===== src/rtl/core_dma_pkg.sv =====
// Shared types and constants for the OAM sprite-memory DMA controller.
// Used by core_oam_dma; the ALIGN state only becomes reachable when OAM_DMA_ALIGN_EN is defined.
package core_dma_pkg;

    typedef enum logic [2:0] {
        ST_IDLE  = 3'd0,
        ST_HALT  = 3'd1,
        ST_ALIGN = 3'd2,
        ST_READ  = 3'd3,
        ST_WRITE = 3'd4
    } dma_state_type;

    localparam logic [15:0] DEF_TRIGGER_ADDR = 16'h4014;
    localparam logic [15:0] DEF_DEST_ADDR    = 16'h2004;
    localparam int          XFER_LEN         = 256;
    localparam logic [7:0]  LAST_IDX         = 8'(XFER_LEN - 1);

endpackage


===== src/rtl/core_oam_dma.sv =====
// OAM DMA controller and bus arbiter: stalls the 6502 core and copies one 256-byte page to the sprite port.
// Optional feature: define OAM_DMA_ALIGN_EN to keep every DMA read on a "get" (parity 0) CPU cycle.
//
// state | meaning
// IDLE  | bus passes through from the core, watching for a write to the trigger address
// HALT  | core stalled; bus performs a dummy read of the frozen core address
// ALIGN | one extra dummy read so the first READ lands on a get cycle
// READ  | read byte {page, idx} from memory
// WRITE | write the latched byte to the destination port
module core_oam_dma
    import core_dma_pkg::*;
#(
    parameter logic [15:0] P_TRIGGER_ADDR = DEF_TRIGGER_ADDR,
    parameter logic [15:0] P_DEST_ADDR    = DEF_DEST_ADDR
) (
    input  logic        I_clock,
    input  logic        I_reset,
    input  logic        I_cycle,
    input  logic [15:0] I_cpu_addr,
    input  logic [7:0]  I_cpu_wr_data,
    input  logic        I_cpu_rdwr,
    input  logic [7:0]  I_rd_data,
    output logic [15:0] O_addr,
    output logic [7:0]  O_wr_data,
    output logic        O_rdwr,
    output logic        O_ready,
    output logic        O_busy
);

    dma_state_type state_q, state_d;
    logic [7:0]    page_q, page_d;
    logic [7:0]    idx_q, idx_d;
    logic [7:0]    data_q, data_d;

`ifdef OAM_DMA_ALIGN_EN
    logic          parity_q, parity_d;

    always_ff @(posedge I_clock or negedge I_reset) begin
        if (!I_reset) begin
            parity_q <= 1'b0;
        end else begin
            parity_q <= parity_d;
        end
    end

    assign parity_d = parity_q ^ I_cycle;
`endif

    always_ff @(posedge I_clock or negedge I_reset) begin
        if (!I_reset) begin
            state_q <= ST_IDLE;
            page_q  <= 8'h00;
            idx_q   <= 8'h00;
            data_q  <= 8'h00;
        end else begin
            state_q <= state_d;
            page_q  <= page_d;
            idx_q   <= idx_d;
            data_q  <= data_d;
        end
    end

    always_comb begin
        state_d = state_q;
        page_d  = page_q;
        idx_d   = idx_q;
        data_d  = data_q;
        if (I_cycle) begin
            case (state_q)
                ST_IDLE: begin
                    if (!I_cpu_rdwr && (I_cpu_addr == P_TRIGGER_ADDR)) begin
                        page_d  = I_cpu_wr_data;
                        idx_d   = 8'h00;
                        state_d = ST_HALT;
                    end
                end
                ST_HALT: begin
`ifdef OAM_DMA_ALIGN_EN
                    // HALT on a get cycle means the following cycle is a put: burn it in ALIGN.
                    state_d = parity_q ? ST_READ : ST_ALIGN;
`else
                    state_d = ST_READ;
`endif
                end
                ST_ALIGN: begin
                    state_d = ST_READ;
                end
                ST_READ: begin
                    data_d  = I_rd_data;
                    state_d = ST_WRITE;
                end
                ST_WRITE: begin
                    if (idx_q == LAST_IDX) begin
                        state_d = ST_IDLE;
                    end else begin
                        idx_d   = idx_q + 8'd1;
                        state_d = ST_READ;
                    end
                end
                default: begin
                    state_d = ST_IDLE;
                end
            endcase
        end
    end

    // Bus mux is purely combinational so pass-through adds no latency.
    always_comb begin
        O_addr    = I_cpu_addr;
        O_wr_data = I_cpu_wr_data;
        O_rdwr    = I_cpu_rdwr;
        O_ready   = 1'b0;
        case (state_q)
            ST_IDLE: begin
                O_ready = 1'b1;
            end
            ST_HALT, ST_ALIGN: begin
                O_rdwr = 1'b1;
            end
            ST_READ: begin
                O_addr = {page_q, idx_q};
                O_rdwr = 1'b1;
            end
            ST_WRITE: begin
                O_addr    = P_DEST_ADDR;
                O_wr_data = data_q;
                O_rdwr    = 1'b0;
            end
            default: begin
                O_ready = 1'b0;
            end
        endcase
    end

    assign O_busy = (state_q != ST_IDLE);

endmodule


===== config.mk =====
export PLATFORM = sky130hd
export DESIGN_NAME = core_oam_dma
export DESIGN_NICKNAME = d
export VERILOG_FILES = /design/src/rtl/core_dma_pkg.sv /design/src/rtl/core_oam_dma.sv
export SDC_FILE = /design/constraint.sdc
export NUM_CORES = 1
export LEC_CHECK = 0
export BUFFER_PORTS_ARGS = -buffer_cell sky130_fd_sc_hd__buf_2
export CORE_MARGIN = 1
export CORE_UTILIZATION = 35
export CTS_BUF_LIST = sky130_fd_sc_hd__clkbuf_2
export DETAILED_ROUTE_END_ITERATION = 12
export GPL_TIMING_DRIVEN = 0
export PLACE_DENSITY = 0.62
export SLEW_MARGIN = 20
export SYNTH_ARGS = -nofsm -noshare
export SYNTH_HDL_FRONTEND = slang
export SYNTH_SLANG_ARGS = --single-unit

===== constraint.sdc =====
create_clock -name I_clock -period 4.4 [get_ports I_clock]
set_input_delay 0.44 -clock I_clock [delete_from_list [all_inputs] [get_ports I_clock]]
set_output_delay 0.44 -clock I_clock [all_outputs]
set_load 0.1 [all_outputs]

==> qor.yml <==
clocking:
  postCtsHoldBufs: 0
  cts_tree: "built"
  cts_resized: 0
  clk_latency_ns: 0.37
  clk_pin_slew_ns: 0.28
  cts_max_level: 1
  cts_max_path_buffers: 2
  cts_setup_buffers: 0
  cts-root-buf: "clkbuf_2"
  numClockSinks: 27
  cts_buffers: 3
grt:
  grt_pass1_vias: 1492
  grt_max_degree: 28
  grt_pass1_wl_um: 7110
  overflow: 0
  grt_util_all_layers_pct: 18.1
  antenna_found_initial: 0
synth:
  synth_ff_type: "dfrtp_1"
  synth-seq-cells: 27
  syn-cell-area_mm2: 0.00163
  avgSynthCellArea_um2: 10.1
  syn_nets: 198
  yosysWarningCount: 0
  async_flop_share_pct: 100
  ys_seq_area_share_pct: 41.5
  synth-edff-count: 0
  yosysUniqueCellTypes: 42
  synthCells: 161
floorplan:
  rows: 24
  io-pin-count: 63
  die_y_um: 70.2
  start_util_pct: 36.9
  die_area_mm2: 0.00493
  chipWidth_um: 70.2
  core_area_mm2: 0.00441
timing:
  setup_violations: 0
  hold_viol: 0
  fmax_ghz: 0.346
  slew_headroom_pct: 58.7
  hold-worst-slack_ns: 0.0181
  rsz0062_at_grt: "false"
  setup-tns-final_ns: 0
  fin_crit_sh_pct: 65.6
  slew_violations: 0
  worstMarginPinSlew_ns: 0.619
  finClkSkew_ns: 0.00877
  layout_min_cycle_time_ns: 2.89
drt:
  drc: 0
  drt_first_pass_iters: 4
  wl_um: 4240
  ant_nets: 0
  vias_per_cell: 5.50
  drt_iter0_drc: 110
  route.vias.total: 1528
  routedWlPerCell_um: 15.3
setup_path:
  cp.arrival_ns: 2.45
  crit_family: "buffers and inverters"
  crit_cells: 7
  ff2ff_path_depth: 5
  critical_path_class: "flop to output pin"
  critPathMostFrequentCell: "buf_2"
  worstPathMaxFanout: 10
  crit_buf_inv: 4
  crit_chain: "buf_2 -> and2_1 -> buf_2 -> nor2_1 -> buf_2 -> a22o_2 -> buf_2"
  start_kind: "flop"
  crit_required_ns: 3.96
  slowest_stage: "dfrtp_1"
  endpoint_kind: "output pin"
  crit_path_max_incr_delay_ns: 0.45
flow_run:
  cap_violations: 0
finish:
  diodes: 0
  nets: 264
  syn_to_final_growth_pct: 24.1
  drive_gt1_share_pct: 45.1
min_path:
  hold_class: "input pin to asynchronous set/reset pin"
placement:
  port_buffers: 61
  hpwl_um: 3270
  place.gp.congestion: 0.802
status:
  status: "complete, no violations"
## placed cells by master, fill, tap and decap left out, drive strengths merged, types with 4 or more instances in the layout
cell,n
nand3,5
a31oi,7
nand2,10
dfrtp,27
nor2,10
buf,68
a22o,14
o21ai,8
inv,4
a21oi,6
mux2,24
clkbuf,9
## kinds of logic (layout without fill, tap and decap cells)
group	Yosys count	count (layout)	share of synthesized area [%]
AND/OR/NAND/NOR	43	43	14.6
flip-flops	27	27	41.5
adder cells (fa/ha/maj)	1	1	0.769
buffers and inverters	17	82	4.53
AO/OA/AOI/OAI	49	49	22.0
multiplexers	24	24	16.6
## cell usage after synthesis, types with 2 or more instances
| master | number | area share (%) |
|---|---|---|
| mux2_2 | 24 | 17 |
| dfrtp_1 | 27 | 42 |
| a21oi_1 | 6 | 1.8 |
| nand2_1 | 10 | 2.3 |
| nor4_1 | 2 | 0.77 |
| clkbuf_1 | 5 | 1.2 |
| a41oi_1 | 2 | 1.1 |
| o211ai_1 | 2 | 0.92 |
| o22a_1 | 2 | 1.1 |
| a31oi_1 | 7 | 2.7 |
| inv_1 | 4 | 0.92 |
| and2_1 | 2 | 0.77 |
| nand3_1 | 5 | 1.5 |
| o21ai_0 | 7 | 2.2 |
| or2_2 | 2 | 0.77 |
| nor2_1 | 10 | 2.3 |
| a22o_1 | 13 | 7.0 |
| buf_2 | 7 | 2.2 |
## path summary, 6_finish.rpt
path                       slack, ns         to    startpoint
max                             1.51  O_addr[0]    state_q[1]
min                             0.02   idx_q[0]       I_reset
max reg2reg                     2.55  page_q[7]    state_q[2]
min reg2reg                     0.54  data_q[5]     data_q[5]
max in group asynchronous       3.98   idx_q[7]       I_reset
min in group I_clock            0.26  data_q[3]  I_rd_data[3]
## area by class of cell
type	count	area [µm²]
fillers	419	2390
multi-input cells	117	878
flip-flops and latches	27	676
repair buffers	61	305
well taps	52	65.1
plain buffers	13	58.8
clock buffers	3	15.0
inverters	4	15.0
clock inverters	1	7.51
## registers in the layout, summed over array words and instances (netlist names)
name and cells:
page_q 8, data_q 8, state_q 3, idx_q 8
## through the flow
stage	cells	cell area [µm²]	worst slack [ns]	util, %
final	278	2020	1.51	45.8
after global routing	278	2020	1.31	45.8
after CTS	278	2020	1.47	45.8
after detailed placement	274	2000	1.96	45.3
after global placement	274	2000	1.97	45.3
after floorplan	161	1630	0.678	-
## per-layer routing
metal / vias up / wire length [µm] / track usage [%]
met4: 0 / 21 / 3.33
met5: - / 0 / 0
met2: 54 / 2040 / 29.8
met3: 2 / 295 / 4.76
met1: 724 / 1880 / 24.0
li1: 748 / - / -
Power is left out: the tool's default activity adds up to more than one toggle a clock period on the data nets, which glitch-free logic cannot reach.
